==> src/rtl/clk_duty_pkg.sv <==
// clk_duty_pkg: shared state encoding and reset waveform defaults for clk_duty_ctrl
package clk_duty_pkg;
  typedef enum logic [1:0] {IDLE, RUN, DRAIN} state_t;
  localparam int DEF_PERIOD_C = 10;
  localparam int DEF_HIGH_C = 4;
endpackage

==> src/rtl/duty_counter.sv <==
// duty_counter: period counter c that wraps at per-1, with terminal-count flag and next value
module duty_counter #(
  parameter int CNT_W = 8
) (
  input  logic             clk,
  input  logic             rst,
  input  logic             run,
  input  logic [CNT_W-1:0] per,
  output logic [CNT_W-1:0] c_nxt,
  output logic             tc
);
  logic [CNT_W-1:0] c;
  assign tc = run && c == per - 1'b1;
  assign c_nxt = (tc || !run) ? '0 : c + 1'b1;
  always_ff @(posedge clk or posedge rst)
    if (rst) c <= '0;
    else c <= c_nxt;
endmodule

==> src/rtl/clk_duty_ctrl.sv <==
// clk_duty_ctrl: programmable low-then-high clock generator with shadowed config applied at period boundaries
module clk_duty_ctrl import clk_duty_pkg::*; #(
  parameter int CNT_W = 8,
  parameter int DEF_PERIOD = DEF_PERIOD_C,
  parameter int DEF_HIGH = DEF_HIGH_C
) (
  input  logic             clk,
  input  logic             rst,
  input  logic             en,
  input  logic             cfg_valid,
  output logic             cfg_ready,
  input  logic [CNT_W-1:0] cfg_period,
  input  logic [CNT_W-1:0] cfg_high,
  output logic             clk_out,
  output logic             period_start,
  output logic             busy,
  output logic             cfg_err
);
  state_t st, st_n;
  logic [CNT_W-1:0] per, hi, sp, sh, c_nxt, per_n, hi_n;
  logic pend, tc, acc, ok, ld, nb;
  duty_counter #(.CNT_W(CNT_W)) u_cnt (
    .clk(clk), .rst(rst), .run(st != IDLE), .per(per), .c_nxt(c_nxt), .tc(tc)
  );
  assign cfg_ready = !pend;
  assign acc = cfg_valid && !pend;
  assign ok = cfg_high != '0 && cfg_high < cfg_period;
  assign ld = pend && (st == IDLE || tc);
  assign per_n = ld ? sp : per;
  assign hi_n = ld ? sh : hi;
  // Stopping is only possible at a period boundary, so no high phase is ever cut short
  assign st_n = en ? RUN : (st == IDLE || tc) ? IDLE : DRAIN;
  assign nb = st_n != IDLE;
  always_ff @(posedge clk or posedge rst)
    if (rst) begin
      st <= IDLE;
      per <= CNT_W'(DEF_PERIOD);
      hi <= CNT_W'(DEF_HIGH);
      sp <= '0;
      sh <= '0;
      pend <= 1'b0;
      clk_out <= 1'b0;
      period_start <= 1'b0;
      busy <= 1'b0;
      cfg_err <= 1'b0;
    end else begin
      st <= st_n;
      per <= per_n;
      hi <= hi_n;
      if (acc && ok) begin
        sp <= cfg_period;
        sh <= cfg_high;
      end
      pend <= (acc && ok) || (pend && !ld);
      clk_out <= nb && c_nxt >= per_n - hi_n;
      period_start <= nb && c_nxt == '0;
      busy <= nb;
      cfg_err <= acc && !ok;
    end
endmodule

==> config.mk <==
export PLATFORM = sky130hd
export DESIGN_NAME = clk_duty_ctrl
export DESIGN_NICKNAME = d
export VERILOG_FILES = /design/src/rtl/clk_duty_pkg.sv /design/src/rtl/duty_counter.sv /design/src/rtl/clk_duty_ctrl.sv
export SDC_FILE = /design/constraint.sdc
export NUM_CORES = 1
export LEC_CHECK = 0
export CAP_MARGIN = 10
export CORE_MARGIN = 10
export CORE_UTILIZATION = 30
export DETAILED_ROUTE_END_ITERATION = 10
export SYNTH_ARGS = -nofsm -noshare
export SYNTH_HDL_FRONTEND = slang
export SYNTH_HIERARCHICAL = 1
export SYNTH_SLANG_ARGS = --single-unit
==> constraint.sdc <==
create_clock -name clk -period 4.75 [get_ports clk]
set_input_delay 0.7125 -clock clk [delete_from_list [all_inputs] [get_ports clk]]
set_output_delay 0.7125 -clock clk [all_outputs]
set_load 0.02 [all_outputs]
==> results.cfg <==
[clocking]
cts-root-buf = clkbuf_16
hold_buffers = 0
clockBufferDepth = 2
ctsHtreeMaxLevel = 2
insertion_delay_ns = 0.29
cts.sinks = 47
numCtsBuffers = 5
cts_tree = built
clk_pin_slew_ns = 0.07

[power]
leakagePower_uw = 0.00180
vdd_drop_max_v = 0.000239
power_density_nw_per_um2 = 625

[worst_setup_path]
cp-start-kind = flip-flop
crit_path_max_fanout = 4
cp.required_ns = 4.92
arrival_ns = 4.66
path_depth = 20
slowest_delay_ns = 0.42
r2r_cells = 20
path_cells = inv_1 > ha_2 > or3b_4 > nor3_4 > xnor2_2 > nor4_4 > and3_1 > o21bai_2 > nand2_2 > mux2_2 > ha_2 > maj3_1 > a31oi_1 > o32ai_2 > mux2i_1 > a2111oi_2 > ha_1 > a21oi_2 > o22ai_1 > o31a_1
crit_type = flip-flop to flip-flop
cpMostUsedCell = ha_2
crit_buf_inv = 1
slowest_stage = or3b_4
crit_family = compound AO/OA/AOI/OAI gates
cp-end-kind = flip-flop

[global_routing]
grt_max_degree = 40
grt_pass1_wl_um = 14600
grt_overflow = 0
antenna_found_initial = 0
grt_pass1_vias = 2985
grt_usage_pct = 10.5

[final_layout]
areaGrowthSynthToFinish_pct = 18.5
instances_no_fill = 561
drive_gt1_share_pct = 12.0
nets = 460
diodes = 0

[logic_synthesis]
synthXorXnorAreaFrac_pct = 6.26
avgSynthCellArea_um2 = 8.75
syn_inst = 400
syn_area_um2 = 3500
synth_flop_cell = dfrtp_1
yosys.area.top_type_share_pct = 31.5
ys_seq_area_share_pct = 33.7
synth_edf_count = 0
yosysMostFrequentCell = dfrtp_1
synth_mux_area_share_pct = 5.47
syn-num-nets = 443
synth_compound_area_share_pct = 16.7
synth_top_cell_by_area = dfrtp_1
synthAdderAreaFrac_pct = 8.83
synthTopCellsByArea = dfrtp_1 (31%), ha_1 (8.2%), nand3_1 (6.2%)
synthTopCellsByCount = dfrtp_1 (44), nand3_1 (43), nand2_1 (40), a21oi_1 (35), inv_1 (27)
synth_top_family_by_area = simple AND/OR/NAND/NOR gates
synth_simple_gate_area_share_pct = 23.3
yosysWarnings = 6
async_flop_share_pct = 100
yosysUniqueCellTypes = 55
ys_ff_latch = 47

[timing]
finalCritPeriodShare_pct = 94.4
fmax_mhz = 223
setup_viol = 0
maxSlewHeadroom_pct = 20.0
setup-tns-final_ns = 0
min_period_ns = 4.48
final_max_slew_viol_count = 0
finClkSkew_ns = 0.00705
finalHoldViolations = 0
tightest_slew_ns = 1.20

[hold_path]
min_path_type = flip-flop to flip-flop
hold_path_depth = 2

[detailed_routing]
wl_um = 8400
avgViaCountPerCell = 5.37
ant_nets = 0
firstDrtPassIters = 4
routedWlPerCell_um = 15.0
drc = 0
drtIter0Drc = 182
vias = 3015

[floorplanning]
start_util_pct = 30.6
design.die.area_um2 = 16400
rows = 39
die_w_um = 128
boundaryPins = 25
core-area_um2 = 11400
die_y_um = 128

[place]
port_buffers = 24
hpwl_um = 6080
routabilityCongestion = 0.770
dp.cells = 550

[run]
drv_cap = 0

[status]
status = complete, no violations
==> final cells by class <==
cell class              count  area (um^2)
inverters                  28          105
clock buffers               5          125
flip-flops and latches     47         1180
well taps                 143          179
multi-input cells         301         2170
fillers                  1171         7270
clock inverters             3         67.6
repair buffers             34          319
==> flip-flops by register name, summed over array words and instances (netlist names), named ones only <==
name / cells
u_cnt/c: 8
clk_out: 1
sh: 8
busy: 1
st: 2
hi: 8
period_start: 1
sp: 8
per: 7
cfg_err: 1
pend: 1
==> worst register-to-register path, delay by kind of cell (launching register included) <==
family / cells / cell delay (ns)
flip-flops: 1 / 0.37
XOR/XNOR: 1 / 0.15
multiplexers: 2 / 0.49
adder cells (fa/ha/maj): 4 / 1.09
AO/OA/AOI/OAI: 7 / 1.24
buffers and inverters: 1 / 0.07
AND/OR/NAND/NOR: 5 / 0.94
==> timing repair <==
| action | in CTS | in global routing |
|---|---|---|
| endpoints found under the hold margin | 0 | 0 |
| setup endpoints to repair | 1 | 1 |
| buffers inserted | 1 | 2 |
| pin swaps | 1 | 6 |
| resized for setup | 0 | 7 |
==> cell usage in the layout (no fill, tap or decap), drive strengths merged, types with 3 or more instances in the layout <==
cell type / Yosys / final
nor3: 4 / 4
nor4: 9 / 9
a21oi: 35 / 35
dfstp: 3 / 3
nand2b: 4 / 4
o21ai: 6 / 6
nand3: 43 / 43
xnor2: 11 / 11
or3: 18 / 18
nand4b: 9 / 9
clkdlybuf4s50: 0 / 24
mux2i: 9 / 9
nand4: 3 / 3
xor2: 14 / 14
and3: 7 / 7
nor2: 4 / 4
buf: 5 / 10
a21o: 5 / 5
o41ai: 7 / 7
mux2: 9 / 9
clkbuf: 19 / 5
o211ai: 17 / 17
dfrtp: 44 / 44
inv: 28 / 28
nand2: 40 / 40
ha: 23 / 23
==> through the flow <==
stage	total power, uW	setup slack, ns	utilization (%)	instance area, um^2	hold slack, ns
3_3_place_gp	2060	0.0556	34.1	3890	0.477
5_1_grt	2850	-0.00502	36.3	4140	0.523
3_5_place_dp	2100	-0.0391	34.1	3890	0.485
2_1_floorplan	1770	0.0185	-	3520	0.457
4_1_cts	2570	0.135	35.8	4090	0.504
6_report	2590	0.266	36.3	4140	0.500
==> where the power goes <==
part	switching, uW	internal [uW]	total (uW)
logic	733	659	1390
registers	185	561	745
clock network	151	301	453
total	1070	1520	2590
==> layer usage <==
| layer | track usage (%) | routed length [um] | up-vias |
|---|---|---|---|
| met2 | 16.4 | 3820 | 59 |
| met3 | 2.27 | 336 | 6 |
| met1 | 14.5 | 4190 | 1458 |
| met5 | 0 | 0 | - |
| li1 | - | - | 1492 |
| met4 | 2.19 | 59 | 0 |
==> kinds of logic after synthesis <==
logic type	count (synthesis)
fa+ha+maj	25
xor+xnor	25
compound gates	85
simple gates	148
mux	18
buf+inv	52
flops	47
==> path summary, 6_finish.rpt <==
path | from | end | slack [ns]
max | per[0]$_DFF_PP0_ | clk_out$_DFF_PP0_ | 0.27
min | hi[3]$_DFF_PP0_ | hi[3]$_DFF_PP0_ | 0.50
max reg2reg | per[0]$_DFF_PP0_ | clk_out$_DFF_PP0_ | 0.27
min reg2reg | hi[3]$_DFF_PP0_ | hi[3]$_DFF_PP0_ | 0.50
max in group asynchronous | rst | per[1]$_DFF_PP1_ | 3.49
min in group asynchronous | rst | u_cnt/c[3]$_DFF_PP0_ | 0.70
Power figures use the tool's default switching activity.
==> variant 1 (config.mk and constraints unchanged) <==
`CNT_W` is set to 8 in 2 places; all go to 10.
--- a/src/rtl/duty_counter.sv
+++ b/src/rtl/duty_counter.sv
@@ -1,6 +1,6 @@
 // duty_counter: period counter c that wraps at per-1, with terminal-count flag and next value
 module duty_counter #(
-  parameter int CNT_W = 8
+  parameter int CNT_W = 10
 ) (
   input  logic             clk,
   input  logic             rst,
--- a/src/rtl/clk_duty_ctrl.sv
+++ b/src/rtl/clk_duty_ctrl.sv
@@ -1,6 +1,6 @@
 // clk_duty_ctrl: programmable low-then-high clock generator with shadowed config applied at period boundaries
 module clk_duty_ctrl import clk_duty_pkg::*; #(
-  parameter int CNT_W = 8,
+  parameter int CNT_W = 10,
   parameter int DEF_PERIOD = DEF_PERIOD_C,
   parameter int DEF_HIGH = DEF_HIGH_C
 ) (
Ports: changed (resized cfg_high and cfg_period); port bits go from 25 to 29. The function was not compared with the original's and may differ.
==> variant 1 against the original RTL <==
The flow now finishes with violations (setup timing). Hold slack better by 0.0012 ns. Power is 37% higher. Routed wire length is 2.0% higher. Clock power is 38% higher. Cell area is 18% higher. Worst setup slack worse by 0.41 ns. Area after synthesis is 3.4% higher. Synthesized cell count is 16% lower. Critical path depth is 3 higher. Sequential cell count is 10 higher. Non-clock buffer count is 36 higher.
==> variant 1: results <==
[clocking]
clkTransAtPathRegs_ns = 0.05
cts_root_buf = "clkbuf_16"
cts_buffers = 9
clockBufferDepth = 2
insertion_delay_ns = 0.33
htree_num_levels = 3

[sta]
setup_viol = 1
max_slew_margin = 0.345
fin_skew_ns = 0.00552
setup_ws_ns = -0.139

[layout]
drive_gt1_frac = 0.315
stdcell_count = 563
fill_cells = 1141
final_nets = 465

[global_routing]
first_global_vias = 2838
global_route.usage.met3 = 0.0199
track_usage = 0.108
grt_start_max_net_pins = 48
met1_usage = 0.126
grt_use_met2 = 0.188
grt_first_pass_wirelength_mm = 14.2

[worst_setup_path]
cp.arrival_ns = 5.10
crit_type = "flip-flop to flip-flop"
worst-r2r-cell-count = 23

[yosys]
ys_top_cells_by_count = "54 x dfrtp_1, 31 x inv_1, 29 x ha_1, 24 x a21oi_1, 23 x xnor2_1"
syn_inst = 338
yosys-top-cells-area = "dfrtp_1 37%, ha_1 10%, mux2_4 7.9%"
yosysWarnings = 6
ys_seq_area_frac = 0.396
mappedNetlistNets = 392
synth_cell_types = 53

[power_and_ir_drop]
power.leakage_uw = 0.00224
ir_worst_vdd_uv = 299
internal_power_uw = 2200

[drt]
dr.pass1.iters = 4
vias_per_cell = 4.90
drt_iter0_drc = 110
wl_per_cell_um = 15.2

[run_status]
status = "finished with violations"
violations = "setup timing"

[placed_design]
post-place-cells = 539
placed_cell_area_um2 = 4360
dp_hpwl_mm = 6.52
place.port_buffers = 28
place_congestion = 0.905
pre_cts_slack_ns = -0.252
## variant 1: changes by cell type in the layout (fill, tap and decap cells not counted), moves of 10 or more
cell / before / now
xnor2_1: 9 / 23
nand2_1: 39 / 19
mux2_4: 0 / 21
or3_1: 18 / 2
o211ai_1: 17 / 3
a21oi_1: 32 / 18
dfrtp_1: 44 / 54
nand3_1: 43 / 6
buf_4: 9 / 40
## variant 1: worst max-delay path, cell delays in order (launching register included)
cell      delay, ns
dfstp_2        0.37
or4_4          0.52
or4_1          0.50
a211o_1        0.33
nand2_1        0.06
and4_1         0.20
o21bai_4       0.14
nand2_4        0.09
buf_12         0.15
mux2_4         0.22
ha_4           0.15
inv_2          0.04
fa_2           0.38
a21oi_4        0.18
nand3_2        0.11
a41oi_2        0.20
nand2b_1       0.10
xnor2_1        0.14
ha_2           0.17
a21o_1         0.18
a21o_1         0.16
a21oi_2        0.13
o211ai_1       0.10
and3_1         0.16
## variant 1: final cells by class
type	instances	area, um2	share of cell area
inverters	31	116	0.0238
well taps	147	184	0.0377
flip-flops and latches	57	1430	0.293
clock buffers	10	229	0.0469
clock inverters	6	58.8	0.0121
multi-input cells	242	2250	0.460
repair buffers	70	616	0.126
## variant 1: worst min-delay path by stage
stage,from,to,slack [ns],cells after the start
after CTS,hi[6],hi[6],0.51,1
after global routing,hi[6],hi[6],0.52,1
after global placement,hi[5],hi[5],0.48,2
after floorplan,hi[7],hi[7],0.46,2
after detailed placement,hi[8],hi[8],0.48,2
final,hi[6],hi[6],0.50,1
## variant 1: cells by family after synthesis
kind of cell,share of synthesized area
AND/OR/NAND/NOR,0.134
AO/OA/AOI/OAI,0.111
flip-flops,0.396
buffers and inverters,0.0446
multiplexers,0.136
adder cells (fa/ha/maj),0.109
XOR/XNOR,0.0702
## variant 1: power by group through the flow
stage / logic [uW] / registers (uW) / clock network [uW]
finish: 2090 / 836 / 627
CTS: 2010 / 838 / 642
detailed placement: 1800 / 831 / 0
global route: 2310 / 862 / 661
floorplan: 1250 / 799 / 0
global placement: 1770 / 827 / 0
## variant 1: metrics by stage
stage	TNS (ns)	power, uW
after CTS	-0.0509	3490
after floorplan	-0.0859	2050
after global routing	-0.310	3840
final	-0.139	3550
after global placement	-0.111	2590
after detailed placement	-0.252	2630
## variant 1: metal layers
metal | part of all wire | vias to the layer above
met5 | 0 | -
met4 | 0.021 | 0
met3 | 0.022 | 12
met2 | 0.52 | 31
met1 | 0.44 | 1359
li1 | - | 1357
## variant 1: timing repair
item | CTS | global route
endpoints found under the setup margin | 1 | 1
resized for setup | 28 | 5
setup buffers | 6 | 2
pin swaps | 19 | 14
==> variant 2 (config.mk and constraints unchanged) <==
Without the edit above. Reset style: synchronous (`rst`), changed in 2 clocked blocks.
--- a/src/rtl/duty_counter.sv
+++ b/src/rtl/duty_counter.sv
@@ -12,7 +12,7 @@
   logic [CNT_W-1:0] c;
   assign tc = run && c == per - 1'b1;
   assign c_nxt = (tc || !run) ? '0 : c + 1'b1;
-  always_ff @(posedge clk or posedge rst)
+  always_ff @(posedge clk)
     if (rst) c <= '0;
     else c <= c_nxt;
 endmodule
--- a/src/rtl/clk_duty_ctrl.sv
+++ b/src/rtl/clk_duty_ctrl.sv
@@ -31,7 +31,7 @@
   // Stopping is only possible at a period boundary, so no high phase is ever cut short
   assign st_n = en ? RUN : (st == IDLE || tc) ? IDLE : DRAIN;
   assign nb = st_n != IDLE;
-  always_ff @(posedge clk or posedge rst)
+  always_ff @(posedge clk)
     if (rst) begin
       st <= IDLE;
       per <= CNT_W'(DEF_PERIOD);
Function: differs if rst is asserted again (counterexample within 4 cycles, from zero or initial values and one cycle with rst high); with rst held inactive, the same outputs for 10 cycles.
==> variant 2 against the original RTL <==
Cell area down 18%. Clock skew grew 0.0072 ns. Routed wire length down 20%. Worst setup slack better by 0.23 ns. Sequential cell count unchanged. Area after synthesis shrank 16%. Critical path type unchanged.
Power is not compared: it rests on default switching activity, and its combinational part moved more than twofold at a synthesized area within 25%.
==> variant 2: results <==
[clocking]
cts_root_buf = "clkbuf_8"
insertion_delay_ns = 0.31
clkTransAtPathRegs_ns = 0.10

[yosys]
ys_top_cells_by_count = "47 x dfxtp_1, 47 x nand2_1, 39 x a21oi_1, 34 x nor2_1, 23 x ha_1"
yosys-top-cells-area = "dfxtp_1 32%, ha_1 9.8%, mux2i_1 7.2%"
avgSynthCellArea_um2 = 8.39
mappedNetlistNets = 393
synth_cell_types = 45
ys_seq_area_frac = 0.320
postSynth.asyncResetShare = 0

[global_routing]
first_global_vias = 2468
track_usage = 0.0960
grt_first_pass_wirelength_mm = 11.6
grt_start_max_net_pins = 22
antenna_found_initial = 0

[placed_design]
pre_cts_slack_ns = 0.437
place.port_buffers = 24
placed_cell_area_um2 = 3310
place_congestion = 0.826

[run_status]
status = "finished clean"

[drt]
drt_iter0_drc = 117
vias_per_cell = 4.71
wl_per_cell_um = 13.3

[worst_setup_path]
cp_max_fo = 7
slowest_stage = "dfxtp_1"
slowest_delay_ns = 0.56
startpoint = "per[3]"

[sta]
max_slew_margin = 0.440
fin_skew_ns = 0.0142

[layout]
final_nets = 419
fill_cells = 1052
stdcell_count = 510
drive_gt1_frac = 0.0796

[min_path]
hold_class = "flip-flop to flip-flop"
hp-start = "hi[7]"
## variant 2: cell types whose count changed after synthesis, moves of 8 or more
cell / before / now
inv_1: 27 / 19
dfxtp_1: 0 / 47
or3_1: 18 / 0
nand3_1: 43 / 7
xnor2_1: 11 / 19
o211ai_1: 17 / 0
clkbuf_1: 18 / 5
nand4b_1: 9 / 0
nor2_1: 4 / 34
mux2_2: 9 / 0
dfrtp_1: 44 / 0
mux2i_1: 9 / 21
## variant 2: logic make-up after synthesis
logic type | count (synthesis) | share of synthesized area
AO/OA/AOI/OAI | 72 | 0.158
XOR/XNOR | 28 | 0.0835
adder cells (fa/ha/maj) | 23 | 0.0980
buffers and inverters | 32 | 0.0558
flip-flops | 47 | 0.320
multiplexers | 21 | 0.0715
AND/OR/NAND/NOR | 127 | 0.213
## variant 2: through the flow
stage / power, uW / util
5_1_grt: 930 / 0.355
3_3_place_gp: 630 / 0.344
4_1_cts: 885 / 0.353
6_report: 877 / 0.355
2_1_floorplan: 579 / -
3_5_place_dp: 636 / 0.344
## variant 2: final timing paths
path	slack, ns	cells past startpoint	to
min	0.47	2	hi[7]
max	0.50	19	clk_out
min reg2reg	0.47	2	hi[7]
max reg2reg	0.50	19	clk_out
## variant 2: timing repair
item                                    4_1_cts  5_1_grt
setup buffers                                 0        0
endpoints found under the setup margin        0        1
gates resized for setup                       0        3
## variant 2: area by class of cell
type | instances | share of cell area
clock buffer | 5 | 0.0201
multi-input combinational | 271 | 0.541
tap | 133 | 0.0487
inverter | 19 | 0.0209
sequential | 47 | 0.275
clock inverter | 3 | 0.00659
timing repair buffer | 32 | 0.0878
## variant 2: power breakdown
part	internal (uW)	switching, uW
logic	96.8	103
registers	411	16.6
clock network	106	143
total	613	263
## variant 2: per-layer routing
metal  part of all wire  GRT usage
met4             0.0071     0.0221
met3              0.031     0.0227
met5                  0          0
met2               0.46      0.162
met1               0.50      0.121
## variant 2: worst min-delay path: cells and delay by family, from the launching register on
kind	cells	cell delay, ns
AOI/OAI and AO/OA	1	0.05
DFF	1	0.33
and+or+nand+nor	1	0.05
